## src/rtl/iter_div_pkg.sv

```systemverilog
// Shared types and message-field helpers for the iterative divider.
package iter_div_pkg;

    typedef enum logic [1:0] {
        IDLE = 2'd0,
        CALC = 2'd1,
        DONE = 2'd2
    } iter_div_state_e;

    // A message of width 2n holds two n-bit fields.
    // Field k occupies bits [k*n +: n].
    localparam int unsigned REQ_DIVIDEND_FIELD = 1;
    localparam int unsigned REQ_DIVISOR_FIELD  = 0;
    localparam int unsigned RESP_QUOT_FIELD    = 1;
    localparam int unsigned RESP_REM_FIELD     = 0;

endpackage

```

## src/rtl/iter_div_if.sv

```systemverilog
// Request/response port bundle for the iterative divider.
// Handshake: a transfer happens on a rising edge where val and rdy are both 1.
// The sender holds val and msg stable until that transfer. The receiver may
// drive rdy freely, and rdy never depends combinationally on val.
interface iter_div_if #(parameter int p_nbits = 32);
    import iter_div_pkg::*;

    logic                 req_val;
    logic                 req_rdy;
    logic [2*p_nbits-1:0] req_msg;
    logic                 resp_val;
    logic                 resp_rdy;
    logic [2*p_nbits-1:0] resp_msg;

    modport master (output req_val, req_msg, resp_rdy,
                    input  req_rdy, resp_val, resp_msg);
    modport slave  (input  req_val, req_msg, resp_rdy,
                    output req_rdy, resp_val, resp_msg);
endinterface

```

## src/rtl/iter_div_ctrl.sv

```systemverilog
// Control FSM of the iterative divider: IDLE -> CALC -> DONE -> IDLE.
// The bypass input lets a trivial operation jump straight from IDLE to DONE.
module iter_div_ctrl
    import iter_div_pkg::*;
(
    input  logic            clk,
    input  logic            reset,
    input  logic            req_val,
    input  logic            resp_rdy,
    input  logic            cnt_done,
    input  logic            bypass,
    output logic            req_rdy,
    output logic            resp_val,
    output logic            load_en,
    output logic            step_en,
    output iter_div_state_e state
);
    iter_div_state_e state_n;

    // State register.
    always_ff @(posedge clk) begin
        if (reset) state <= IDLE;
        else       state <= state_n;
    end

    // Next-state logic.
    always_comb begin
        state_n = state;
        case (state)
            IDLE:    if (req_val)  state_n = bypass ? DONE : CALC;
            CALC:    if (cnt_done) state_n = DONE;
            DONE:    if (resp_rdy) state_n = IDLE;
            default: state_n = IDLE;
        endcase
    end

    // Output decode; everything is held low while reset is asserted.
    always_comb begin
        req_rdy  = 1'b0;
        resp_val = 1'b0;
        step_en  = 1'b0;
        case (state)
            IDLE:    req_rdy  = !reset;
            CALC:    step_en  = !reset;
            DONE:    resp_val = !reset;
            default: ;
        endcase
        load_en = req_val & req_rdy;
    end
endmodule

```

## src/rtl/vc_arith.sv

```systemverilog
// Small combinational arithmetic building blocks used by the datapath.
module vc_Subtractor #(parameter int p_nbits = 32) (
    input  logic [p_nbits-1:0] in0,
    input  logic [p_nbits-1:0] in1,
    output logic [p_nbits-1:0] out
);
    assign out = in0 - in1;
endmodule

module vc_ZeroComparator #(parameter int p_nbits = 32) (
    input  logic [p_nbits-1:0] in,
    output logic               out
);
    assign out = (in == '0);
endmodule

module vc_Incrementer #(parameter int p_nbits = 32) (
    input  logic [p_nbits-1:0] in,
    output logic [p_nbits-1:0] out
);
    assign out = in + p_nbits'(1);
endmodule

```

## src/rtl/iter_div_unit.sv

```systemverilog
// Iterative unsigned restoring divider, one quotient bit per cycle.
// Optional macro ITER_DIV_BYPASS_EN: zero divisor or zero dividend skips CALC.
module iter_div_unit
    import iter_div_pkg::*;
#(
    parameter int p_nbits = 32
) (
    input  logic            clk,
    input  logic            reset,
    iter_div_if.slave       io,
    output iter_div_state_e dbg_state
);
    localparam int CW = $clog2(p_nbits) + 1;

    // R never exceeds D-1 after a restoring step, so its top bit is always 0
    // once stored; only n bits are kept and the extra bit lives in r_shift.
    logic [p_nbits-1:0] r_reg, q_reg, d_reg;
    logic [p_nbits:0]   r_shift, diff;
    logic [p_nbits-1:0] q_shift, dividend, divisor, q_load, r_load;
    logic [CW-1:0]      cnt, cnt_inc;
    logic               cnt_done, bypass, load_en, step_en;

    assign dividend = io.req_msg[REQ_DIVIDEND_FIELD*p_nbits +: p_nbits];
    assign divisor  = io.req_msg[REQ_DIVISOR_FIELD*p_nbits  +: p_nbits];

    assign r_shift  = {r_reg, q_reg[p_nbits-1]};
    assign q_shift  = {q_reg[p_nbits-2:0], 1'b0};
    assign cnt_done = (cnt == CW'(p_nbits - 1));

    vc_Subtractor #(.p_nbits(p_nbits+1)) sub_u (
        .in0 (r_shift),
        .in1 ({1'b0, d_reg}),
        .out (diff)
    );

    vc_Incrementer #(.p_nbits(CW)) cnt_inc_u (
        .in  (cnt),
        .out (cnt_inc)
    );

`ifdef ITER_DIV_BYPASS_EN
    logic dvs_zero, dvd_zero;

    vc_ZeroComparator #(.p_nbits(p_nbits)) dvs_zc_u (.in(divisor),  .out(dvs_zero));
    vc_ZeroComparator #(.p_nbits(p_nbits)) dvd_zc_u (.in(dividend), .out(dvd_zero));

    // Load the final answer directly; divide-by-zero wins when both are zero.
    assign bypass = dvs_zero | dvd_zero;
    assign q_load = bypass ? (dvs_zero ? '1 : '0) : dividend;
    assign r_load = (bypass && dvs_zero) ? dividend : '0;
`else
    assign bypass = 1'b0;
    assign q_load = dividend;
    assign r_load = '0;
`endif

    iter_div_ctrl ctrl_u (
        .clk      (clk),
        .reset    (reset),
        .req_val  (io.req_val),
        .resp_rdy (io.resp_rdy),
        .cnt_done (cnt_done),
        .bypass   (bypass),
        .req_rdy  (io.req_rdy),
        .resp_val (io.resp_val),
        .load_en  (load_en),
        .step_en  (step_en),
        .state    (dbg_state)
    );

    // Datapath registers: load operands on accept, one shift/subtract per step.
    always_ff @(posedge clk) begin
        if (reset) begin
            r_reg <= '0;
            q_reg <= '0;
            d_reg <= '0;
            cnt   <= '0;
        end else if (load_en) begin
            r_reg <= r_load;
            q_reg <= q_load;
            d_reg <= divisor;
            cnt   <= '0;
        end else if (step_en) begin
            cnt <= cnt_inc;
            if (!diff[p_nbits]) begin
                r_reg <= diff[p_nbits-1:0];
                q_reg <= {q_shift[p_nbits-1:1], 1'b1};
            end else begin
                r_reg <= r_shift[p_nbits-1:0];
                q_reg <= q_shift;
            end
        end
    end

    assign io.resp_msg[RESP_QUOT_FIELD*p_nbits +: p_nbits] = q_reg;
    assign io.resp_msg[RESP_REM_FIELD*p_nbits  +: p_nbits] = r_reg;
endmodule

```

## src/flat_wrapper.sv

```systemverilog
// flat-port wrapper written by rule: the top's interface ports become plain ports
module iter_div_unit_flat import iter_div_pkg::*;
#(
    parameter int p_nbits = 32
)
  (clk, reset, dbg_state, io_req_val, io_req_msg, io_resp_rdy, io_req_rdy, io_resp_val, io_resp_msg);
  iter_div_if #(.p_nbits(p_nbits)) io_i ();
  input  logic clk;
  input  logic reset;
  output iter_div_state_e dbg_state;
  input wire logic [$bits(io_i.req_val)-1:0] io_req_val;
  input wire logic [$bits(io_i.req_msg)-1:0] io_req_msg;
  input wire logic [$bits(io_i.resp_rdy)-1:0] io_resp_rdy;
  output wire logic [$bits(io_i.req_rdy)-1:0] io_req_rdy;
  output wire logic [$bits(io_i.resp_val)-1:0] io_resp_val;
  output wire logic [$bits(io_i.resp_msg)-1:0] io_resp_msg;
  assign io_i.req_val = io_req_val;
  assign io_i.req_msg = io_req_msg;
  assign io_i.resp_rdy = io_resp_rdy;
  assign io_req_rdy = io_i.req_rdy;
  assign io_resp_val = io_i.resp_val;
  assign io_resp_msg = io_i.resp_msg;
  iter_div_unit #(.p_nbits(p_nbits)) u_core (.clk(clk), .reset(reset), .io(io_i), .dbg_state(dbg_state));
endmodule
```

## config.mk

```make
export PLATFORM = sky130hd
export DESIGN_NAME = iter_div_unit_flat
export DESIGN_NICKNAME = d
export VERILOG_FILES = /design/src/rtl/iter_div_pkg.sv /design/src/rtl/iter_div_if.sv /design/src/rtl/iter_div_ctrl.sv /design/src/rtl/vc_arith.sv /design/src/rtl/iter_div_unit.sv /design/src/flat_wrapper.sv
export SDC_FILE = /design/constraint.sdc
export NUM_CORES = 1
export LEC_CHECK = 0
export CORE_UTILIZATION = 48
export CTS_BUF_LIST = sky130_fd_sc_hd__clkbuf_8
export CTS_CLUSTER_DIAMETER = 150
export CTS_CLUSTER_SIZE = 14
export DETAILED_ROUTE_END_ITERATION = 8
export PLACE_DENSITY = 0.78
export REMOVE_ABC_BUFFERS = 1
export SETUP_SLACK_MARGIN = 0.02
export SYNTH_ARGS = -nofsm -noshare
export SYNTH_HDL_FRONTEND = slang
export SYNTH_SLANG_ARGS = --single-unit
```

## constraint.sdc

```tcl
create_clock -name clk -period 3.89 [get_ports clk]
set_input_delay 0.9725 -clock clk [delete_from_list [all_inputs] [get_ports clk]]
set_output_delay 0.9725 -clock clk [all_outputs]
set_load 0.01 [all_outputs]
```

==> run_summary.xml, run 1 <==
<?xml version="1.0" encoding="UTF-8"?>
<metrics>
  <group name="worst_setup_path">
    <metric name="startpoint_type" unit="">flip-flop</metric>
    <metric name="most_used_cell_cp" unit="">a21oi_1</metric>
    <metric name="worst_ep_arrival_time" unit="ns">3.57</metric>
    <metric name="max_stage_delay" unit="ns">0.47</metric>
    <metric name="cp_cell_sequence" unit="">inv_1 &gt; ha_1 &gt; fa_1 &gt; nand2b_1 &gt; a21oi_1 &gt; o21ai_1 &gt; a21oi_2 &gt; o21a_4 &gt; a31oi_4 &gt; o211ai_4 &gt; buf_4 &gt; mux2i_1 &gt; a21oi_1</metric>
    <metric name="worstSetupEndpointType" unit="">flip-flop</metric>
    <metric name="worst-r2r-setup-slack" unit="ns">0.56</metric>
    <metric name="cp_slowest_cell" unit="">o211ai_4</metric>
    <metric name="critical_path_peak_fanout" unit="">10</metric>
    <metric name="path_class" unit="">flip-flop to flip-flop</metric>
    <metric name="critPathRequiredTime" unit="ns">4.13</metric>
  </group>
  <group name="synth">
    <metric name="async_reset_ff_frac" unit="">0</metric>
    <metric name="synth_cell_types" unit="">73</metric>
    <metric name="syn-mean-instance-area" unit="um^2">8.38</metric>
    <metric name="synth_cells" unit="">719</metric>
    <metric name="synth-edff-count" unit="">0</metric>
    <metric name="synth.cell_area" unit="um^2">6030</metric>
    <metric name="synth_seq_area_share" unit="">0.345</metric>
    <metric name="synth.yosys.warnings" unit="">0</metric>
    <metric name="ys_dominant_reg_cell" unit="">dfxtp_1</metric>
    <metric name="synth.ff_latch_count" unit="">104</metric>
  </group>
  <group name="global_route">
    <metric name="global_route.overflow_total" unit="">0</metric>
    <metric name="antenna_found_initial" unit="">0</metric>
    <metric name="grt_start_max_net_pins" unit="">57</metric>
    <metric name="grt_pass1_vias" unit="">5532</metric>
    <metric name="globalRouteTotalUtil" unit="">0.249</metric>
    <metric name="grt_first_pass_wirelength" unit="um">26100</metric>
  </group>
  <group name="clocking">
    <metric name="cts_buffers" unit="">9</metric>
    <metric name="clock-root-buffer" unit="">clkbuf_8</metric>
    <metric name="tritoncts_clock_tree" unit="">done</metric>
    <metric name="clkTransAtPathRegs" unit="ns">0.11</metric>
    <metric name="cts-htree-levels" unit="">3</metric>
    <metric name="clock_insertion_delay_worst_skew" unit="ns">0.39</metric>
    <metric name="post_cts.resized_instances" unit="">0</metric>
    <metric name="cts.sinks" unit="">104</metric>
    <metric name="cts_setup_buffers" unit="">0</metric>
    <metric name="longest_clk_path_bufs" unit="">2</metric>
    <metric name="hold_buffers" unit="">0</metric>
  </group>
  <group name="final_layout">
    <metric name="mostFrequentLayoutCell" unit="">clkdlybuf4s50_1</metric>
    <metric name="fin_area" unit="um^2">7640</metric>
    <metric name="num_antenna_cells" unit="">0</metric>
    <metric name="syn_to_final_growth" unit="%">26.7</metric>
    <metric name="post_route_cells_drive_above_1_share" unit="">0.0697</metric>
    <metric name="layout_common_cells" unit="">clkdlybuf4s50_1, dfxtp_1, nand2_1</metric>
    <metric name="layout.nets" unit="">929</metric>
  </group>
  <group name="timing">
    <metric name="fin_crit_sh" unit="">0.856</metric>
    <metric name="max_freq" unit="MHz">300</metric>
    <metric name="clock-skew-final" unit="ns">0.0135</metric>
    <metric name="finalCriticalPeriod" unit="ns">3.33</metric>
    <metric name="hold-worst-slack" unit="ns">0.476</metric>
    <metric name="final-max-slew-violation-count" unit="">0</metric>
    <metric name="pin_slew_with_the_least_headroom_to_its_limit" unit="ns">0.830</metric>
    <metric name="rsz_0062_raised_after_global_routing" unit="">no</metric>
    <metric name="finalSetupViolations" unit="">0</metric>
    <metric name="finalHoldViolations" unit="">0</metric>
    <metric name="relSlewSlack" unit="">0.445</metric>
    <metric name="postLayoutSetupSlackWorst" unit="ns">0.560</metric>
  </group>
  <group name="placement">
    <metric name="post-dp-hpwl" unit="um">11600</metric>
    <metric name="dpl-instance-area" unit="um^2">7440</metric>
    <metric name="gp_congestion" unit="">0.887</metric>
    <metric name="pre_cts_setup_slack" unit="ns">0.582</metric>
    <metric name="place.port_buffers" unit="">135</metric>
  </group>
  <group name="route">
    <metric name="route.detailed.wl_per_inst" unit="um">15.9</metric>
    <metric name="drt-total-wl" unit="um">15900</metric>
    <metric name="drt-initial-drc-count" unit="">231</metric>
    <metric name="drt_pass1_iterations" unit="">6</metric>
    <metric name="average_vias_per_placed_instance" unit="">5.66</metric>
    <metric name="postRouteAntennaNets" unit="">0</metric>
    <metric name="drc_errors" unit="">0</metric>
    <metric name="via_count_of_the_routed_design" unit="">5662</metric>
  </group>
  <group name="power">
    <metric name="power.internal" unit="W">0.00219</metric>
    <metric name="power.share.clock" unit="">0.189</metric>
    <metric name="vdd_drop_max" unit="mV">0.233</metric>
    <metric name="power.switching_fraction" unit="">0.381</metric>
    <metric name="switching_power" unit="W">0.00135</metric>
    <metric name="power_leakage" unit="nW">2.89</metric>
    <metric name="power.density" unit="nW/um^2">463</metric>
    <metric name="power.share.sequential" unit="">0.346</metric>
    <metric name="fraction_of_power_consumed_by_combinational_cells" unit="">0.465</metric>
  </group>
  <group name="die">
    <metric name="die_area" unit="um^2">13000</metric>
    <metric name="floorplan.initialDensity" unit="">0.498</metric>
    <metric name="floorplan.io_pins" unit="">136</metric>
    <metric name="core.rowCount" unit="">40</metric>
    <metric name="floorplan.die.width" unit="um">114</metric>
    <metric name="floorplan.core_area" unit="um^2">12100</metric>
    <metric name="die_y" unit="um">114</metric>
  </group>
  <group name="outcome">
    <metric name="outcome" unit="">complete, no violations</metric>
  </group>
  <group name="run">
    <metric name="maxCapViolations" unit="">0</metric>
  </group>
  <group name="min_path">
    <metric name="timing.hold.worst.class" unit="">flip-flop to flip-flop</metric>
  </group>
</metrics>
-- cells in the mapped netlist, types with 4 or more instances --
| master | count | area, um^2 |
|---|---|---|
| or3_1 | 4 | 25.0 |
| a22oi_1 | 32 | 240 |
| a21oi_2 | 5 | 43.8 |
| a21oi_1 | 85 | 425 |
| a21o_1 | 10 | 75.1 |
| o31ai_1 | 31 | 233 |
| nand4_1 | 7 | 43.8 |
| and3_1 | 8 | 50.1 |
| nand3_1 | 8 | 40.0 |
| clkbuf_1 | 37 | 139 |
| nor2b_1 | 4 | 25.0 |
| xor2_1 | 7 | 61.3 |
| buf_6 | 4 | 45.0 |
| and2_1 | 5 | 31.3 |
| inv_1 | 39 | 146 |
| mux2i_1 | 26 | 260 |
| dfxtp_1 | 104 | 2080 |
| ha_1 | 33 | 413 |
| a31oi_1 | 6 | 37.5 |
| nor3_1 | 12 | 60.1 |
| xnor2_1 | 20 | 175 |
| o21ai_0 | 38 | 190 |
| nand2b_1 | 11 | 68.8 |
| nor2_1 | 20 | 75.1 |
| nand2_1 | 91 | 342 |
-- cells by family after synthesis --
kind of cell	synth area share
mux	0.0432
flops	0.345
xor+xnor	0.0419
buf+inv	0.0654
simple gates	0.151
compound gates	0.281
fa+ha+maj	0.0718
-- routing by layer --
layer | track usage | up-vias | share of wire
li1 | - | 2806 | -
met1 | 0.304 | 2648 | 0.44
met2 | 0.421 | 180 | 0.47
met3 | 0.0566 | 28 | 0.070
met4 | 0.107 | 0 | 0.025
met5 | 0 | - | 0
-- critical path, delay by kind of cell (launching register included) --
kind	cells	cell delay [ns]
AND/OR/NAND/NOR	1	0.18
buffers and inverters	2	0.37
adder cells (fa/ha/maj)	2	0.62
multiplexers	1	0.21
flip-flops	1	0.36
AO/OA/AOI/OAI	7	1.45
-- layout make-up --
class / instances / area, um^2
Tap cell: 168 / 210
Multi-Input combinational cell: 527 / 3570
Clock buffer: 10 / 138
Sequential cell: 104 / 2080
Fill cell: 1094 / 4480
Timing Repair Buffer: 145 / 1430
Inverter: 40 / 150
Clock inverter: 6 / 55.1
-- power groups by stage --
stage	Sequential [W]	Clock, W	Combinational (W)
CTS	0.00122	0.000691	0.00163
finish	0.00122	0.000668	0.00164
global placement	0.00124	0	0.00158
floorplan	0.00126	0	0.00113
detailed placement	0.00124	0	0.00163
global route	0.00123	0.000731	0.00178
-- metrics by stage --
stage,TNS [ns],cells,total power [W],utilization
6_report,0,1000,0.00353,0.630
5_1_grt,0,1000,0.00375,0.630
3_3_place_gp,0,984,0.00282,0.615
4_1_cts,0,1000,0.00355,0.630
2_1_floorplan,-31.92,671,0.00239,-
3_5_place_dp,0,984,0.00287,0.615
-- final timing paths --
check | from | end | cells past startpoint
worst min-delay path | u_core.q_reg[23] | u_core.q_reg[23] | 2
worst max register to register | u_core.q_reg[31] | u_core.r_reg[11] | 13
worst max-delay path | u_core.q_reg[31] | u_core.r_reg[11] | 13
worst min register to register | u_core.q_reg[23] | u_core.q_reg[23] | 2
Power figures use the tool's default switching activity.
==> inputs of run 2 (changes only) <==
Settings changed: CORE_MARGIN from default to 2.
==> run_summary.xml, run 2 (synthesized netlist as in run 1, its figures left out) <==
<?xml version="1.0" encoding="UTF-8"?>
<metrics>
  <group name="die">
    <metric name="die_area" unit="um^2">13500</metric>
    <metric name="floorplan.die.width" unit="um">116</metric>
    <metric name="core.rowCount" unit="">40</metric>
    <metric name="die_y" unit="um">116</metric>
    <metric name="floorplan.io_pins" unit="">136</metric>
    <metric name="floorplan.core_area" unit="um^2">12100</metric>
    <metric name="floorplan.initialDensity" unit="">0.498</metric>
  </group>
  <group name="worst_setup_path">
    <metric name="worst-r2r-setup-slack" unit="ns">0.51</metric>
    <metric name="worstRegToRegCells" unit="">13</metric>
    <metric name="startpoint_of_the_lowest_slack_register_to_register_path" unit="">u_core.q_reg[31]</metric>
    <metric name="worst_ep_arrival_time" unit="ns">3.63</metric>
    <metric name="worstSetupEndpointType" unit="">flip-flop</metric>
    <metric name="critPathRequiredTime" unit="ns">4.13</metric>
    <metric name="crit_path_start" unit="">u_core.q_reg[31]</metric>
    <metric name="startpoint_type" unit="">flip-flop</metric>
    <metric name="worstReg2RegEnd" unit="">u_core.r_reg[3]</metric>
    <metric name="critical_path_peak_fanout" unit="">11</metric>
    <metric name="path_class" unit="">flip-flop to flip-flop</metric>
  </group>
  <group name="final_layout">
    <metric name="sequential_cell_area" unit="um^2">2080</metric>
    <metric name="area_used_by_multi_input_combinational_logic" unit="um^2">3570</metric>
    <metric name="syn_to_final_growth" unit="%">27.1</metric>
    <metric name="layout.nets" unit="">929</metric>
    <metric name="fillerInstances" unit="">1079</metric>
    <metric name="num_antenna_cells" unit="">0</metric>
    <metric name="post_route_cells_drive_above_1_share" unit="">0.0686</metric>
    <metric name="layout_common_cells" unit="">clkdlybuf4s50_1, dfxtp_1, nand2_1</metric>
    <metric name="mostFrequentLayoutCell" unit="">clkdlybuf4s50_1</metric>
  </group>
  <group name="global_route">
    <metric name="grt_pass1_vias" unit="">5617</metric>
    <metric name="grt_start_max_net_pins" unit="">69</metric>
    <metric name="global_route.overflow_total" unit="">0</metric>
    <metric name="antenna_found_initial" unit="">0</metric>
    <metric name="grt_first_pass_wirelength" unit="um">26500</metric>
    <metric name="globalRouteTotalUtil" unit="">0.244</metric>
  </group>
  <group name="route">
    <metric name="drt-total-wl" unit="um">15800</metric>
    <metric name="average_vias_per_placed_instance" unit="">5.68</metric>
    <metric name="drc_errors" unit="">0</metric>
    <metric name="drt-initial-drc-count" unit="">323</metric>
    <metric name="route.detailed.wl_per_inst" unit="um">15.8</metric>
    <metric name="postRouteAntennaNets" unit="">0</metric>
    <metric name="via_count_of_the_routed_design" unit="">5673</metric>
    <metric name="drt_pass1_iterations" unit="">7</metric>
  </group>
  <group name="timing">
    <metric name="hold-worst-slack" unit="ns">0.477</metric>
    <metric name="max_freq" unit="MHz">296</metric>
    <metric name="finalCriticalPeriod" unit="ns">3.38</metric>
    <metric name="final-max-slew-violation-count" unit="">0</metric>
    <metric name="clock-skew-final" unit="ns">0.0132</metric>
    <metric name="finalHoldViolations" unit="">0</metric>
    <metric name="pin_slew_with_the_least_headroom_to_its_limit" unit="ns">0.835</metric>
    <metric name="setup_tns" unit="ns">0</metric>
    <metric name="relSlewSlack" unit="">0.442</metric>
    <metric name="finalSetupViolations" unit="">0</metric>
    <metric name="fin_crit_sh" unit="">0.870</metric>
    <metric name="rsz_0062_raised_after_global_routing" unit="">no</metric>
  </group>
  <group name="min_path">
    <metric name="holdPathEnd" unit="">u_core.q_reg[23]</metric>
    <metric name="timing.hold.worst.class" unit="">flip-flop to flip-flop</metric>
    <metric name="min-delay-start" unit="">u_core.q_reg[23]</metric>
    <metric name="min_path_cells" unit="">2</metric>
  </group>
  <group name="clocking">
    <metric name="tritoncts_clock_tree" unit="">done</metric>
    <metric name="longest_clk_path_bufs" unit="">2</metric>
    <metric name="post_cts.resized_instances" unit="">0</metric>
    <metric name="cts-htree-levels" unit="">3</metric>
    <metric name="clkTransAtPathRegs" unit="ns">0.10</metric>
    <metric name="cts_setup_buffers" unit="">0</metric>
    <metric name="cts_buffers" unit="">9</metric>
    <metric name="cts.sinks" unit="">104</metric>
    <metric name="clock-root-buffer" unit="">clkbuf_8</metric>
    <metric name="clock_insertion_delay_worst_skew" unit="ns">0.39</metric>
    <metric name="hold_buffers" unit="">0</metric>
  </group>
  <group name="power">
    <metric name="vdd_drop_max" unit="mV">0.202</metric>
    <metric name="power_leakage" unit="nW">2.90</metric>
    <metric name="power.density" unit="nW/um^2">472</metric>
  </group>
  <group name="placement">
    <metric name="post-dp-hpwl" unit="um">11500</metric>
    <metric name="place.port_buffers" unit="">135</metric>
    <metric name="gp_congestion" unit="">0.926</metric>
  </group>
  <group name="run">
    <metric name="maxCapViolations" unit="">0</metric>
  </group>
  <group name="outcome">
    <metric name="outcome" unit="">complete, no violations</metric>
  </group>
</metrics>
==> run 2: power by group <==
part | internal, W | switching (W) | total (W)
registers | 0.00115 | 0.0000703 | 0.00122
clock network | 0.000364 | 0.000393 | 0.000757
logic | 0.000771 | 0.000866 | 0.00164
total | 0.00229 | 0.00133 | 0.00362
==> run 2: final cells by class <==
cell class	instances	area share
Tap cell	168	0.0274
Timing Repair Buffer	145	0.187
Sequential cell	104	0.272
Multi-Input combinational cell	527	0.466
Inverter	40	0.0196
Clock inverter	6	0.0122
Clock buffer	9	0.0162
==> run 2: worst max-delay path: stages, from the launching register on <==
cell	delay, ns
dfxtp_1	0.36
inv_1	0.06
ha_1	0.22
fa_1	0.40
nand2b_1	0.18
a21oi_1	0.24
o21ai_1	0.15
a21oi_2	0.20
o21a_4	0.19
a31oi_4	0.13
o211ai_4	0.51
buf_4	0.30
mux2i_1	0.22
a21oi_1	0.08
==> run 2: metrics by stage <==
step	power [W]	utilization	worst slack [ns]	cells	instance area [um^2]
after global routing	0.00383	0.633	0.326	999	7660
final	0.00362	0.633	0.507	999	7660
after floorplan	0.00239	-	-0.808	671	5780
after detailed placement	0.00287	0.615	0.544	984	7440
after CTS	0.00362	0.633	0.511	999	7660
after global placement	0.00282	0.615	0.688	984	7440
==> run 2: how the worst max path moves through the flow <==
stage	to	slack, ns
floorplan	u_core.r_reg[31]	-0.81
global placement	u_core.r_reg[6]	0.69
finish	u_core.r_reg[3]	0.51
detailed placement	u_core.r_reg[3]	0.54
CTS	u_core.r_reg[3]	0.51
global route	u_core.r_reg[3]	0.33
==> run 2: routing by layer <==
layer	vias to the layer above	track usage	wire length [um]
met1	2660	0.289	6720
met2	182	0.429	7590
met5	-	0	0
met3	22	0.0669	1180
met4	0	0.0762	301
li1	2809	-	-
==> inputs of run 3 (changes only) <==
==> constraint.sdc (replaced) <==
create_clock -name clk -period 3.89 [get_ports clk]
set_input_delay 0.778 -clock clk [delete_from_list [all_inputs] [get_ports clk]]
set_output_delay 0.778 -clock clk [all_outputs]
set_load 0.01 [all_outputs]
==> run_summary.xml, run 3 (synthesized netlist as in run 1, its figures left out) <==
<?xml version="1.0" encoding="UTF-8"?>
<metrics>
  <group name="global_route">
    <metric name="grt_pass1_vias" unit="">5561</metric>
    <metric name="global_route.overflow_total" unit="">0</metric>
    <metric name="antenna_found_initial" unit="">0</metric>
    <metric name="globalRoute.busiestLayer" unit="">met2</metric>
    <metric name="grt_start_max_net_pins" unit="">56</metric>
    <metric name="grt_first_pass_wirelength" unit="um">25900</metric>
    <metric name="grt_use_met3" unit="">0.0743</metric>
    <metric name="globalRouteTotalUtil" unit="">0.240</metric>
    <metric name="use_met1" unit="">0.290</metric>
    <metric name="met2_usage" unit="">0.411</metric>
  </group>
  <group name="worst_setup_path">
    <metric name="worstSetupEndpointType" unit="">flip-flop</metric>
    <metric name="startpoint_of_the_lowest_slack_register_to_register_path" unit="">u_core.q_reg[31]</metric>
    <metric name="startpoint_type" unit="">flip-flop</metric>
    <metric name="critPathRequiredTime" unit="ns">4.16</metric>
    <metric name="worstRegToRegCells" unit="">13</metric>
    <metric name="critical_path_peak_fanout" unit="">11</metric>
    <metric name="worst_ep_arrival_time" unit="ns">3.60</metric>
    <metric name="worstReg2RegEnd" unit="">u_core.r_reg[3]</metric>
    <metric name="worst-r2r-setup-slack" unit="ns">0.56</metric>
    <metric name="path_class" unit="">flip-flop to flip-flop</metric>
  </group>
  <group name="timing">
    <metric name="max_freq" unit="MHz">300</metric>
    <metric name="finalCriticalPeriod" unit="ns">3.33</metric>
    <metric name="finalSetupViolations" unit="">0</metric>
    <metric name="setup_tns" unit="ns">0</metric>
    <metric name="rsz_0062_raised_after_global_routing" unit="">no</metric>
    <metric name="finalHoldViolations" unit="">0</metric>
    <metric name="relSlewSlack" unit="">0.495</metric>
    <metric name="postLayoutSetupSlackWorst" unit="ns">0.555</metric>
    <metric name="fin_crit_sh" unit="">0.857</metric>
    <metric name="clock-skew-final" unit="ns">0.0108</metric>
    <metric name="pin_slew_with_the_least_headroom_to_its_limit" unit="ns">0.756</metric>
    <metric name="final-max-slew-violation-count" unit="">0</metric>
  </group>
  <group name="placement">
    <metric name="numPlacedInstances" unit="">983</metric>
    <metric name="post-dp-hpwl" unit="um">11400</metric>
    <metric name="place.port_buffers" unit="">135</metric>
    <metric name="dpl-instance-area" unit="um^2">7440</metric>
    <metric name="gp_congestion" unit="">0.938</metric>
    <metric name="pre_cts_setup_slack" unit="ns">0.575</metric>
  </group>
  <group name="power">
    <metric name="power_leakage" unit="nW">2.88</metric>
    <metric name="vdd_drop_max" unit="mV">0.268</metric>
    <metric name="power.switching_fraction" unit="">0.385</metric>
    <metric name="power.share.sequential" unit="">0.346</metric>
    <metric name="power.density" unit="nW/um^2">463</metric>
    <metric name="switching_power" unit="W">0.00136</metric>
    <metric name="fraction_of_power_consumed_by_combinational_cells" unit="">0.460</metric>
    <metric name="power.share.clock" unit="">0.193</metric>
    <metric name="power.internal" unit="W">0.00217</metric>
  </group>
  <group name="final_layout">
    <metric name="fillerInstances" unit="">1080</metric>
    <metric name="num_antenna_cells" unit="">0</metric>
    <metric name="fin_area" unit="um^2">7640</metric>
    <metric name="final_non_filler_cells" unit="">999</metric>
    <metric name="mostFrequentLayoutCell" unit="">clkdlybuf4s50_1</metric>
    <metric name="post_route_cells_drive_above_1_share" unit="">0.0686</metric>
    <metric name="layout.nets" unit="">928</metric>
    <metric name="syn_to_final_growth" unit="%">26.7</metric>
    <metric name="layout_common_cells" unit="">clkdlybuf4s50_1, dfxtp_1, nand2_1</metric>
    <metric name="sequential_cell_area" unit="um^2">2080</metric>
    <metric name="area_used_by_multi_input_combinational_logic" unit="um^2">3570</metric>
  </group>
  <group name="run">
    <metric name="maxCapViolations" unit="">0</metric>
  </group>
  <group name="route">
    <metric name="average_vias_per_placed_instance" unit="">5.69</metric>
    <metric name="postRouteAntennaNets" unit="">0</metric>
    <metric name="drc_errors" unit="">0</metric>
    <metric name="drt_pass1_iterations" unit="">4</metric>
    <metric name="drt-initial-drc-count" unit="">287</metric>
    <metric name="drt-total-wl" unit="um">15800</metric>
    <metric name="route.detailed.wl_per_inst" unit="um">15.8</metric>
    <metric name="via_count_of_the_routed_design" unit="">5682</metric>
  </group>
  <group name="die">
    <metric name="die_y" unit="um">116</metric>
    <metric name="die_area" unit="um^2">13500</metric>
    <metric name="floorplan.io_pins" unit="">136</metric>
    <metric name="core.rowCount" unit="">40</metric>
    <metric name="floorplan.die.width" unit="um">116</metric>
    <metric name="floorplan.core_area" unit="um^2">12100</metric>
    <metric name="floorplan.initialDensity" unit="">0.498</metric>
  </group>
  <group name="clocking">
    <metric name="clock-root-buffer" unit="">clkbuf_8</metric>
    <metric name="longest_clk_path_bufs" unit="">2</metric>
    <metric name="tritoncts_clock_tree" unit="">done</metric>
    <metric name="cts.sinks" unit="">104</metric>
    <metric name="cts-htree-levels" unit="">3</metric>
    <metric name="cts_buffers" unit="">9</metric>
    <metric name="cts_setup_buffers" unit="">0</metric>
    <metric name="hold_buffers" unit="">0</metric>
    <metric name="clock_insertion_delay_worst_skew" unit="ns">0.40</metric>
    <metric name="clkTransAtPathRegs" unit="ns">0.11</metric>
    <metric name="post_cts.resized_instances" unit="">0</metric>
  </group>
  <group name="min_path">
    <metric name="min_path_cells" unit="">2</metric>
    <metric name="holdPathEnd" unit="">u_core.q_reg[23]</metric>
    <metric name="min-delay-start" unit="">u_core.q_reg[23]</metric>
    <metric name="timing.hold.worst.class" unit="">flip-flop to flip-flop</metric>
  </group>
  <group name="outcome">
    <metric name="outcome" unit="">complete, no violations</metric>
  </group>
</metrics>
-- run 3: changes by cell type in the layout (fill, tap and decap cells not counted), sizes merged --
cell      previous run  this run
buf                 11        10
bufinv               2         0
clkinvlp             1         2
inv                 40        42
-- run 3: routing by layer --
layer,up-vias,share of wire
li1,2807,-
met1,2690,0.44
met2,166,0.48
met3,19,0.070
met4,0,0.014
met5,-,0
-- run 3: layout make-up --
class | instances | area share
clock buffer | 9 | 0.0162
clock inverter | 7 | 0.0100
inverter | 40 | 0.0197
multi-input combinational | 527 | 0.467
sequential | 104 | 0.273
tap | 168 | 0.0275
timing repair buffer | 144 | 0.187
-- run 3: worst max-delay path: stages, from the launching register on --
cell and delay [ns]:
dfxtp_1 0.37, inv_1 0.07, ha_1 0.22, fa_1 0.41, nand2b_1 0.18, a21oi_1 0.22, o21ai_1 0.14, a21oi_2 0.20
o21a_4 0.19, a31oi_4 0.12, o211ai_4 0.47, buf_4 0.30, mux2i_1 0.22, a21oi_1 0.08
-- run 3: power by group through the flow --
stage          Clock (W)  Combinational, W  Sequential (W)
6_report        0.000683           0.00163         0.00122
5_1_grt         0.000739           0.00179         0.00123
4_1_cts         0.000707           0.00162         0.00122
3_5_place_dp           0           0.00161         0.00125
3_3_place_gp           0           0.00158         0.00124
2_1_floorplan          0           0.00113         0.00126
-- run 3: worst max-delay path by stage --
stage	startpoint	end	slack (ns)	depth (start not counted)
finish	u_core.q_reg[31]	u_core.r_reg[3]	0.56	13
detailed placement	u_core.q_reg[31]	u_core.r_reg[3]	0.58	13
floorplan	reset	u_core.r_reg[31]	-0.61	6
global placement	u_core.q_reg[31]	u_core.r_reg[6]	0.68	13
CTS	u_core.q_reg[31]	u_core.r_reg[10]	0.54	13
global route	u_core.q_reg[31]	u_core.r_reg[3]	0.28	13
-- run 3: stage by stage --
| step | power, W | util | hold WS (ns) |
|---|---|---|---|
| after floorplan | 0.00239 | - | 0.449 |
| after global placement | 0.00282 | 0.614 | 0.455 |
| after detailed placement | 0.00286 | 0.614 | 0.464 |
| after CTS | 0.00355 | 0.630 | 0.479 |
| after global routing | 0.00376 | 0.630 | 0.506 |
| final | 0.00353 | 0.630 | 0.477 |
